===== config.mk =====
export PLATFORM = sky130hd
export DESIGN_NAME = nibble_adder_seq_flat
export DESIGN_NICKNAME = d
export VERILOG_FILES = /design/src/rtl/nibble_adder_seq_if.sv /design/src/rtl/nibble_adder_seq.sv /design/src/flat_wrapper.sv
export SDC_FILE = /design/constraint.sdc
export NUM_CORES = 1
export LEC_CHECK = 0
export CAP_MARGIN = 20
export CORE_UTILIZATION = 48
export DETAILED_ROUTE_END_ITERATION = 16
export DONT_BUFFER_PORTS = 1
export GPL_ROUTABILITY_DRIVEN = 0
export GPL_TIMING_DRIVEN = 1
export SKIP_LAST_GASP = 1
export SYNTH_ARGS = -nofsm -noshare
export SYNTH_HDL_FRONTEND = slang
export SYNTH_SLANG_ARGS = --single-unit

===== constraint.sdc =====
create_clock -name clk -period 4.36 [get_ports clk]
set_input_delay 0.654 -clock clk [delete_from_list [all_inputs] [get_ports clk]]
set_output_delay 0.654 -clock clk [all_outputs]
set_load 0.005 [all_outputs]

===== src/rtl/nibble_adder_seq_if.sv =====
// Requester/adder bus of nibble_adder_seq. The ovf signal exists only when
// NIBBLE_ADDER_SEQ_OVF_EN is defined.
interface nibble_adder_seq_if #(
  parameter int NIBBLES = 4
);
  localparam int W = 4 * NIBBLES;

  logic         start;
  logic [W-1:0] op_a;
  logic [W-1:0] op_b;
  logic         cin;
  logic         ready;
  logic         done;
  logic [W-1:0] sum;
  logic         cout;
  logic [3:0]   add_a;
  logic [3:0]   add_b;
  logic         add_cin;
  logic [3:0]   add_s;
  logic         add_cout;
`ifdef NIBBLE_ADDER_SEQ_OVF_EN
  logic         ovf;

  modport master (
    output start, op_a, op_b, cin, add_s, add_cout,
    input  ready, done, sum, cout, add_a, add_b, add_cin, ovf
  );
  modport slave (
    input  start, op_a, op_b, cin, add_s, add_cout,
    output ready, done, sum, cout, add_a, add_b, add_cin, ovf
  );
`else
  modport master (
    output start, op_a, op_b, cin, add_s, add_cout,
    input  ready, done, sum, cout, add_a, add_b, add_cin
  );
  modport slave (
    input  start, op_a, op_b, cin, add_s, add_cout,
    output ready, done, sum, cout, add_a, add_b, add_cin
  );
`endif
endinterface


===== src/rtl/nibble_adder_seq.sv =====
// Wide adder built by time-multiplexing one external 4-bit adder, LS nibble first.
// Optional two's-complement overflow output enabled by NIBBLE_ADDER_SEQ_OVF_EN.
module nibble_adder_seq #(
  parameter int NIBBLES = 4
) (
  input  logic              clk,
  input  logic              rst,
  nibble_adder_seq_if.slave bus
);
  localparam int W     = 4 * NIBBLES;
  localparam int IDX_W = $clog2(NIBBLES);

  typedef enum logic [1:0] {IDLE = 2'd0, RUN = 2'd1, DONE = 2'd2} state_t;

  state_t             state_q;
  logic [W-1:0]       a_q;
  logic [W-1:0]       b_q;
  logic [W-1:0]       sum_q;
  logic               carry_q;
  logic               cout_q;
  logic [IDX_W-1:0]   idx_q;
  logic               ready_q;
  logic               done_q;
  logic [IDX_W+1:0]   base_d;
  logic               last_d;

  assign base_d = {idx_q, 2'b00};
  assign last_d = (idx_q == IDX_W'(NIBBLES - 1));

`ifdef NIBBLE_ADDER_SEQ_OVF_EN
  logic ovf_q;
  logic ovf_d;
  // Operands share a sign but the result's top bit differs from it.
  assign ovf_d   = (a_q[W-1] == b_q[W-1]) && (bus.add_s[3] != a_q[W-1]);
  assign bus.ovf = ovf_q;
`endif

  // The adder loop is combinational: operand slices go out, S/Cout come back same cycle.
  always_comb begin
    bus.add_a   = 4'h0;
    bus.add_b   = 4'h0;
    bus.add_cin = 1'b0;
    if (state_q == RUN) begin
      bus.add_a   = a_q[base_d +: 4];
      bus.add_b   = b_q[base_d +: 4];
      bus.add_cin = carry_q;
    end
  end

  always_ff @(posedge clk) begin
    if (rst) begin
      state_q <= IDLE;
      a_q     <= '0;
      b_q     <= '0;
      sum_q   <= '0;
      carry_q <= 1'b0;
      cout_q  <= 1'b0;
      idx_q   <= '0;
      ready_q <= 1'b1;
      done_q  <= 1'b0;
`ifdef NIBBLE_ADDER_SEQ_OVF_EN
      ovf_q   <= 1'b0;
`endif
    end else begin
      case (state_q)
        IDLE: begin
          if (bus.start) begin
            a_q     <= bus.op_a;
            b_q     <= bus.op_b;
            carry_q <= bus.cin;
            idx_q   <= '0;
            sum_q   <= '0;
            cout_q  <= 1'b0;
            ready_q <= 1'b0;
            state_q <= RUN;
`ifdef NIBBLE_ADDER_SEQ_OVF_EN
            ovf_q   <= 1'b0;
`endif
          end
        end
        RUN: begin
          sum_q[base_d +: 4] <= bus.add_s;
          carry_q            <= bus.add_cout;
          if (last_d) begin
            idx_q   <= '0;
            cout_q  <= bus.add_cout;
            done_q  <= 1'b1;
            state_q <= DONE;
`ifdef NIBBLE_ADDER_SEQ_OVF_EN
            ovf_q   <= ovf_d;
`endif
          end else begin
            idx_q <= idx_q + 1'b1;
          end
        end
        DONE: begin
          done_q  <= 1'b0;
          ready_q <= 1'b1;
          state_q <= IDLE;
        end
        default: begin
          done_q  <= 1'b0;
          ready_q <= 1'b1;
          state_q <= IDLE;
        end
      endcase
    end
  end

  assign bus.ready = ready_q;
  assign bus.done  = done_q;
  assign bus.sum   = sum_q;
  assign bus.cout  = cout_q;
endmodule


===== src/flat_wrapper.sv =====
// flat-port wrapper written by rule: the top's interface ports become plain ports
module nibble_adder_seq_flat 
#(
  parameter int NIBBLES = 4
)
  (clk, rst, bus_start, bus_op_a, bus_op_b, bus_cin, bus_add_s, bus_add_cout, bus_ready, bus_done, bus_sum, bus_cout, bus_add_a, bus_add_b, bus_add_cin);
  nibble_adder_seq_if #(.NIBBLES(NIBBLES)) bus_i ();
  input  logic clk;
  input  logic rst;
  input wire logic [$bits(bus_i.start)-1:0] bus_start;
  input wire logic [$bits(bus_i.op_a)-1:0] bus_op_a;
  input wire logic [$bits(bus_i.op_b)-1:0] bus_op_b;
  input wire logic [$bits(bus_i.cin)-1:0] bus_cin;
  input wire logic [$bits(bus_i.add_s)-1:0] bus_add_s;
  input wire logic [$bits(bus_i.add_cout)-1:0] bus_add_cout;
  output wire logic [$bits(bus_i.ready)-1:0] bus_ready;
  output wire logic [$bits(bus_i.done)-1:0] bus_done;
  output wire logic [$bits(bus_i.sum)-1:0] bus_sum;
  output wire logic [$bits(bus_i.cout)-1:0] bus_cout;
  output wire logic [$bits(bus_i.add_a)-1:0] bus_add_a;
  output wire logic [$bits(bus_i.add_b)-1:0] bus_add_b;
  output wire logic [$bits(bus_i.add_cin)-1:0] bus_add_cin;
  assign bus_i.start = bus_start;
  assign bus_i.op_a = bus_op_a;
  assign bus_i.op_b = bus_op_b;
  assign bus_i.cin = bus_cin;
  assign bus_i.add_s = bus_add_s;
  assign bus_i.add_cout = bus_add_cout;
  assign bus_ready = bus_i.ready;
  assign bus_done = bus_i.done;
  assign bus_sum = bus_i.sum;
  assign bus_cout = bus_i.cout;
  assign bus_add_a = bus_i.add_a;
  assign bus_add_b = bus_i.add_b;
  assign bus_add_cin = bus_i.add_cin;
  nibble_adder_seq #(.NIBBLES(NIBBLES)) u_core (.clk(clk), .rst(rst), .bus(bus_i));
endmodule

After elaboration in Yosys (flattened, before gate mapping). Cells that the tools add are included.

Bits in registers: 56. Input bits: 41. Output and inout port bits: 28. Logic and storage cells: 49.

Add/subtract/negate cells: 2. Equality and inequality tests: 4. Shift operators: 4. Muxes and demuxes: 20. Bitwise logic cells: 2. Reduce and logical (&&, ||, !) cells: 8.

Operator list (count): 16-bit case mux with 2 select lines (1); 16-bit by 5-bit indexed part select with 4-bit output (2); 16-bit bitwise mux (1); 16-bit two-way mux (1); 4-bit by 6-bit variable shift with 16-bit output (first input constant) (1); 4-bit by 6-bit indexed part select with 16-bit output (1); 2-bit AND reduction (5); 2-bit two-way mux (4); 4-bit two-way mux (2); 1-bit case mux with 2 select lines (4); 2-bit case mux with 2 select lines (2); 4-bit negation with 6-bit output (1); 1-bit two-way mux (5); 3-bit AND reduction (1); 2-bit by 1-bit adder with 2-bit output (second input constant) (1); 2-bit by 1-bit == test with 1-bit output (second input constant) (1); 2-bit == test (second input constant) (1); 2-bit zero test (1); 2-bit by 1-bit != test with 1-bit output (second input constant) (1); 2-bit != test (second input constant) (1); 1-bit inverter (2); 2-bit nonzero test (1).

Longest topological paths before layout.
Depth in word-level cells: 4. Depth in mapped cells: 6. Gate-level depth less buffers: 5.

Least setup slack after synthesis. No wires, ideal clock.

Kind: reg-to-output. From: reg u_core.idx_q[0]. To: out bus_add_a[0]. Arrival time: 1.284 ns. Data required time: 3.706 ns. Setup slack: 2.422 ns. Cell stages (with the launch flop): 4. Buffers on the path: 1. Cells stage by stage: dfxtp_1 -> buf_6 -> mux4_2 -> and2_1.

Longest elaborated chain between the ends: 2.

Ends and longest elaborated chain: start, declared (RTL line nibble_adder_seq.sv:21) `logic [IDX_W-1:0] idx_q;`; start signal, assigned (RTL line nibble_adder_seq.sv:93) `idx_q <= idx_q + 1'b1;`; 16-bit by 5-bit indexed part select with 4-bit output (RTL line nibble_adder_seq.sv:44) `bus.add_a = a_q[base_d +: 4];`; 4-bit two-way mux (RTL line nibble_adder_seq.sv:43) `if (state_q == RUN) begin`; end, declared (RTL line flat_wrapper.sv:20) `output wire logic [$bits(bus_i.add_a)-1:0] bus_add_a;`.

No other way between the ends.

Final worst setup path.
From: reg u_core.idx_q[0]. To: out bus_add_b[0].

Longest elaborated chain between the ends: 2.

Ends and longest elaborated chain: 16-bit by 5-bit indexed part select with 4-bit output (RTL line nibble_adder_seq.sv:45) `bus.add_b = b_q[base_d +: 4];`; 4-bit two-way mux (RTL line nibble_adder_seq.sv:43); end, declared (RTL line flat_wrapper.sv:21) `output wire logic [$bits(bus_i.add_b)-1:0] bus_add_b;`.

No other way between the ends.

==> results.rst <==
.. list-table::
   :header-rows: 1

   * - Metric
     - Value
   * - Status
     - completed
   * - LEAKAGE
     - 0.9161 nW
   * - Number of nets in the layout
     - 291
   * - Number of different library cells in the post-synthesis netlist
     - 34
   * - DR vias
     - 1721
   * - Endpoint of the worst hold-timing path
     - u_core.idx_q[1]
   * - Global-route wire length before repair
     - 7700 um
   * - Critical path data required time
     - 3.71 ns
   * - Worst hold path startpoint
     - rst
   * - Proportion of power drawn by the clock network
     - 30.8%
   * - Inserted Diodes
     - 0
   * - Final setup TNS
     - 0 ns
   * - DPL Wire Length
     - 3357 um
   * - Data arrival time of the critical path
     - 1.93 ns
   * - Clock-pin slew reported for the worst setup and hold paths after clock tree synthesis
     - 0.09 ns
   * - Proportion of layout cells with a drive suffix above 1
     - 9.796%
   * - Share of synthesized area occupied by flip-flops and latches
     - 45.78%
   * - Reported net switching power
     - 225.1 uW
   * - IO buf count
     - 0
   * - CTS Root Cell
     - clkbuf_8
   * - # IOs
     - 69
   * - Post-Syn Area per Cell
     - 9.678 sq um
   * - Core Box Area
     - 4817 sq um
   * - Detailed-routing iteration count for the pre-antenna-repair pass
     - 4
   * - Latest clock arrival within the worst-skew pair
     - 0.30 ns
   * - Final worst clock skew
     - 0.006878 ns
   * - Cell count after placement
     - 302
   * - H-tree levels
     - 2
   * - Detailed router's first-iteration violation count
     - 83
   * - Proportion of netlist area held by the largest area contributor
     - 45.78%
   * - Total global routing overflow
     - 0
   * - Portion of the clock cycle consumed by the worst path in the final layout
     - 59.22%
   * - Setup repair after global routing missed its margin
     - false
   * - Kind of end point of the critical path
     - output pin
   * - Yosys warnings
     - 0
   * - DRC violations left
     - 0
   * - Number of cell instances on the worst register-to-register path
     - 5
   * - Layout Area Growth over Synthesis
     - 3.373%
   * - Gate count of the mapped netlist
     - 253
   * - Post-CTS resize count
     - 0
   * - Core Rows
     - 25
   * - Worst max-slew margin expressed relative to the limit
     - 47.31%
   * - Height of the chip
     - 73.43 um
   * - Final hold violation count
     - 0
   * - Clock period minus worst slack
     - 2.582 ns
   * - Critical setup path kind
     - reg -> out
   * - GRT Util Overall
     - 18.73%
   * - Prevailing post-synth register cell
     - dfxtp_1
   * - Hold WS
     - 0.4148 ns
   * - Fraction of registers with async set/reset
     - 0%
   * - Most area-consuming cells after synthesis
     - dfxtp_1 46%, nand2_1 10%, a21oi_1 8.2%
   * - Cell type with the highest aggregate area in the netlist
     - dfxtp_1
   * - Pins over their slew limit
     - 0
   * - Switching share of total power
     - 24.06%
   * - Cell area after placement
     - 2382 sq um
   * - Flip-flop and latch count after synthesis
     - 56
   * - Sink count of the clock tree
     - 56
   * - Max-capacitance violation count
     - 0
   * - Number of buffers between clock root and the deepest sink
     - 2
   * - Layout Utilization
     - 52.55%
   * - Routed vias/inst
     - 5.516
   * - Number of enable-type register cells in the synthesized netlist
     - 0
   * - Fill cell total of the finished layout
     - 488
   * - Power Density
     - 369.7 nW/um^2
   * - Buffers inserted by post-CTS timing repair
     - 0
   * - Part of the total power dissipated in sequential elements
     - 59.3%
   * - Combinational fraction of design power
     - 9.9%
   * - Maximum clock frequency
     - 0.3873 GHz
   * - Antenna viol nets, final
     - 0
   * - Die width
     - 73.43 um
   * - Launching point of the worst reg2reg path
     - u_core.idx_q[0]
   * - Via count of the first global-routing pass
     - 1600
   * - Hold bufs inserted after CTS
     - 0
   * - Largest fanout on the critical path
     - 16
   * - Initial core utilization
     - 50.83%
   * - IR Drop Worst-Case VDD
     - 0.2313 mV
   * - Post-layout instance area
     - 2531 sq um
   * - Internal
     - 710.7 uW
   * - Register-to-register path setup slack
     - 2.21 ns
   * - Final WL
     - 4901 um
   * - Endpoint of the worst-slack reg-to-reg timing path
     - u_core.bus.sum[11]
   * - Worst hold-check path type
     - in -> reg
   * - TritonCTS clock tree
     - done
   * - Cell count of the worst hold path
     - 1
   * - Actual transition at the worst max-transition pin
     - 0.7893 ns
   * - Number of CTS-inserted buffers
     - 5
   * - Post-DR wirelength/cell
     - 15.71 um
   * - Total nets after synthesis
     - 300
   * - Worst Setup Start Kind
     - register
   * - Post-route non-filler standard cell count
     - 312
   * - Final setup violation count
     - 0
   * - Initial antenna violation count
     - 0
   * - Post-synthesis instance area
     - 2449 sq um
   * - Die Footprint
     - 5391 sq um
   * - Maximum number of pins on one net before global-route repair
     - 47
[registers in the layout, summed over array words and instances (netlist names)]
signal	cells
u_core.a_q	16
u_core.b_q	16
u_core.bus.cout	1
u_core.bus.done	1
u_core.bus.ready	1
u_core.bus.sum	16
u_core.carry_q	1
u_core.idx_q	2
u_core.state_q	2
[metal layers]
metal  wire [um]  vias up  GRT usage, %
li1            -      862             -
met1        2328      805         25.19
met2        2142       49         28.81
met3         396        5         6.996
met4          34        0         4.060
met5           0        -             0
[synthesized netlist by cell type, types with 2 or more instances]
library cell  instances
nor2b_1               2
mux4_2                8
ha_1                  6
and2_1                9
buf_6                 9
clkbuf_1              5
nor2_1                3
mux2_2                4
nand2_1              67
inv_1                 5
a32o_1                8
and3b_1               2
dfxtp_1              56
buf_2                 3
a22o_1                8
a21oi_1              40
[worst max-delay path: stages, from the launching register on]
cell and delay, ns:
dfxtp_1 0.85, mux4_2 0.59, and2_1 0.19
[cells by family (layout without fill, tap and decap cells)]
group           count (synthesis)  after routing  synth area share (%)
fa+ha+maj                       6              6                 3.066
simple gates                   94             94                 18.91
flops                          56             56                 45.78
buf+inv                        23             15                 6.898
mux                            12             12                 9.198
compound gates                 62             62                 16.15
[worst max path at each step]
stage,from,to,slack [ns],depth (start not counted)
floorplan,u_core.idx_q[0],bus_add_a[0],2.42,3
global placement,u_core.idx_q[0],bus_add_b[0],2.12,2
detailed placement,u_core.idx_q[0],bus_add_b[0],2.10,2
CTS,u_core.idx_q[0],bus_add_b[0],1.76,2
global route,u_core.state_q[0],bus_add_b[2],1.66,2
finish,u_core.idx_q[0],bus_add_b[0],1.78,2
[final cells by class]
cell class                      count  area, sq um  share of cell area, %
Clock buffer                        7        86.33                  3.411
Clock inverter                      1        7.507                 0.2966
Inverter                            5        18.77                 0.7415
Multi-Input combinational cell    174         1159                  45.77
Sequential cell                    56         1121                  44.29
Tap cell                           67        83.83                  3.312
Timing Repair Buffer                2        55.05                  2.175
[power groups by stage]
stage | Combinational [mW] | Sequential, mW | Clock [mW]
global placement | 0.0829 | 0.567 | 0
CTS | 0.0847 | 0.555 | 0.300
finish | 0.0927 | 0.555 | 0.288
global route | 0.104 | 0.559 | 0.318
detailed placement | 0.0843 | 0.567 | 0
floorplan | 0.0974 | 0.556 | 0
[stage by stage]
| step | power (mW) | setup slack [ns] |
|---|---|---|
| after global routing | 0.9810 | 1.655 |
| after global placement | 0.6497 | 2.120 |
| final | 0.9358 | 1.778 |
| after floorplan | 0.6533 | 2.422 |
| after detailed placement | 0.6516 | 2.103 |
| after CTS | 0.9402 | 1.757 |
[layout by cell type, fill, tap and decap left out, types with 3 or more instances in the layout]
cell,netlist,layout
dfxtp_1,56,56
a32o_1,8,8
mux2_2,4,4
ha_1,6,6
clkbuf_8,0,6
and2_1,9,9
a22o_1,8,8
nand2_1,67,67
inv_1,5,5
a21oi_1,40,40
nor2_1,3,3
mux4_2,8,8
Power figures use the tool's default switching activity.
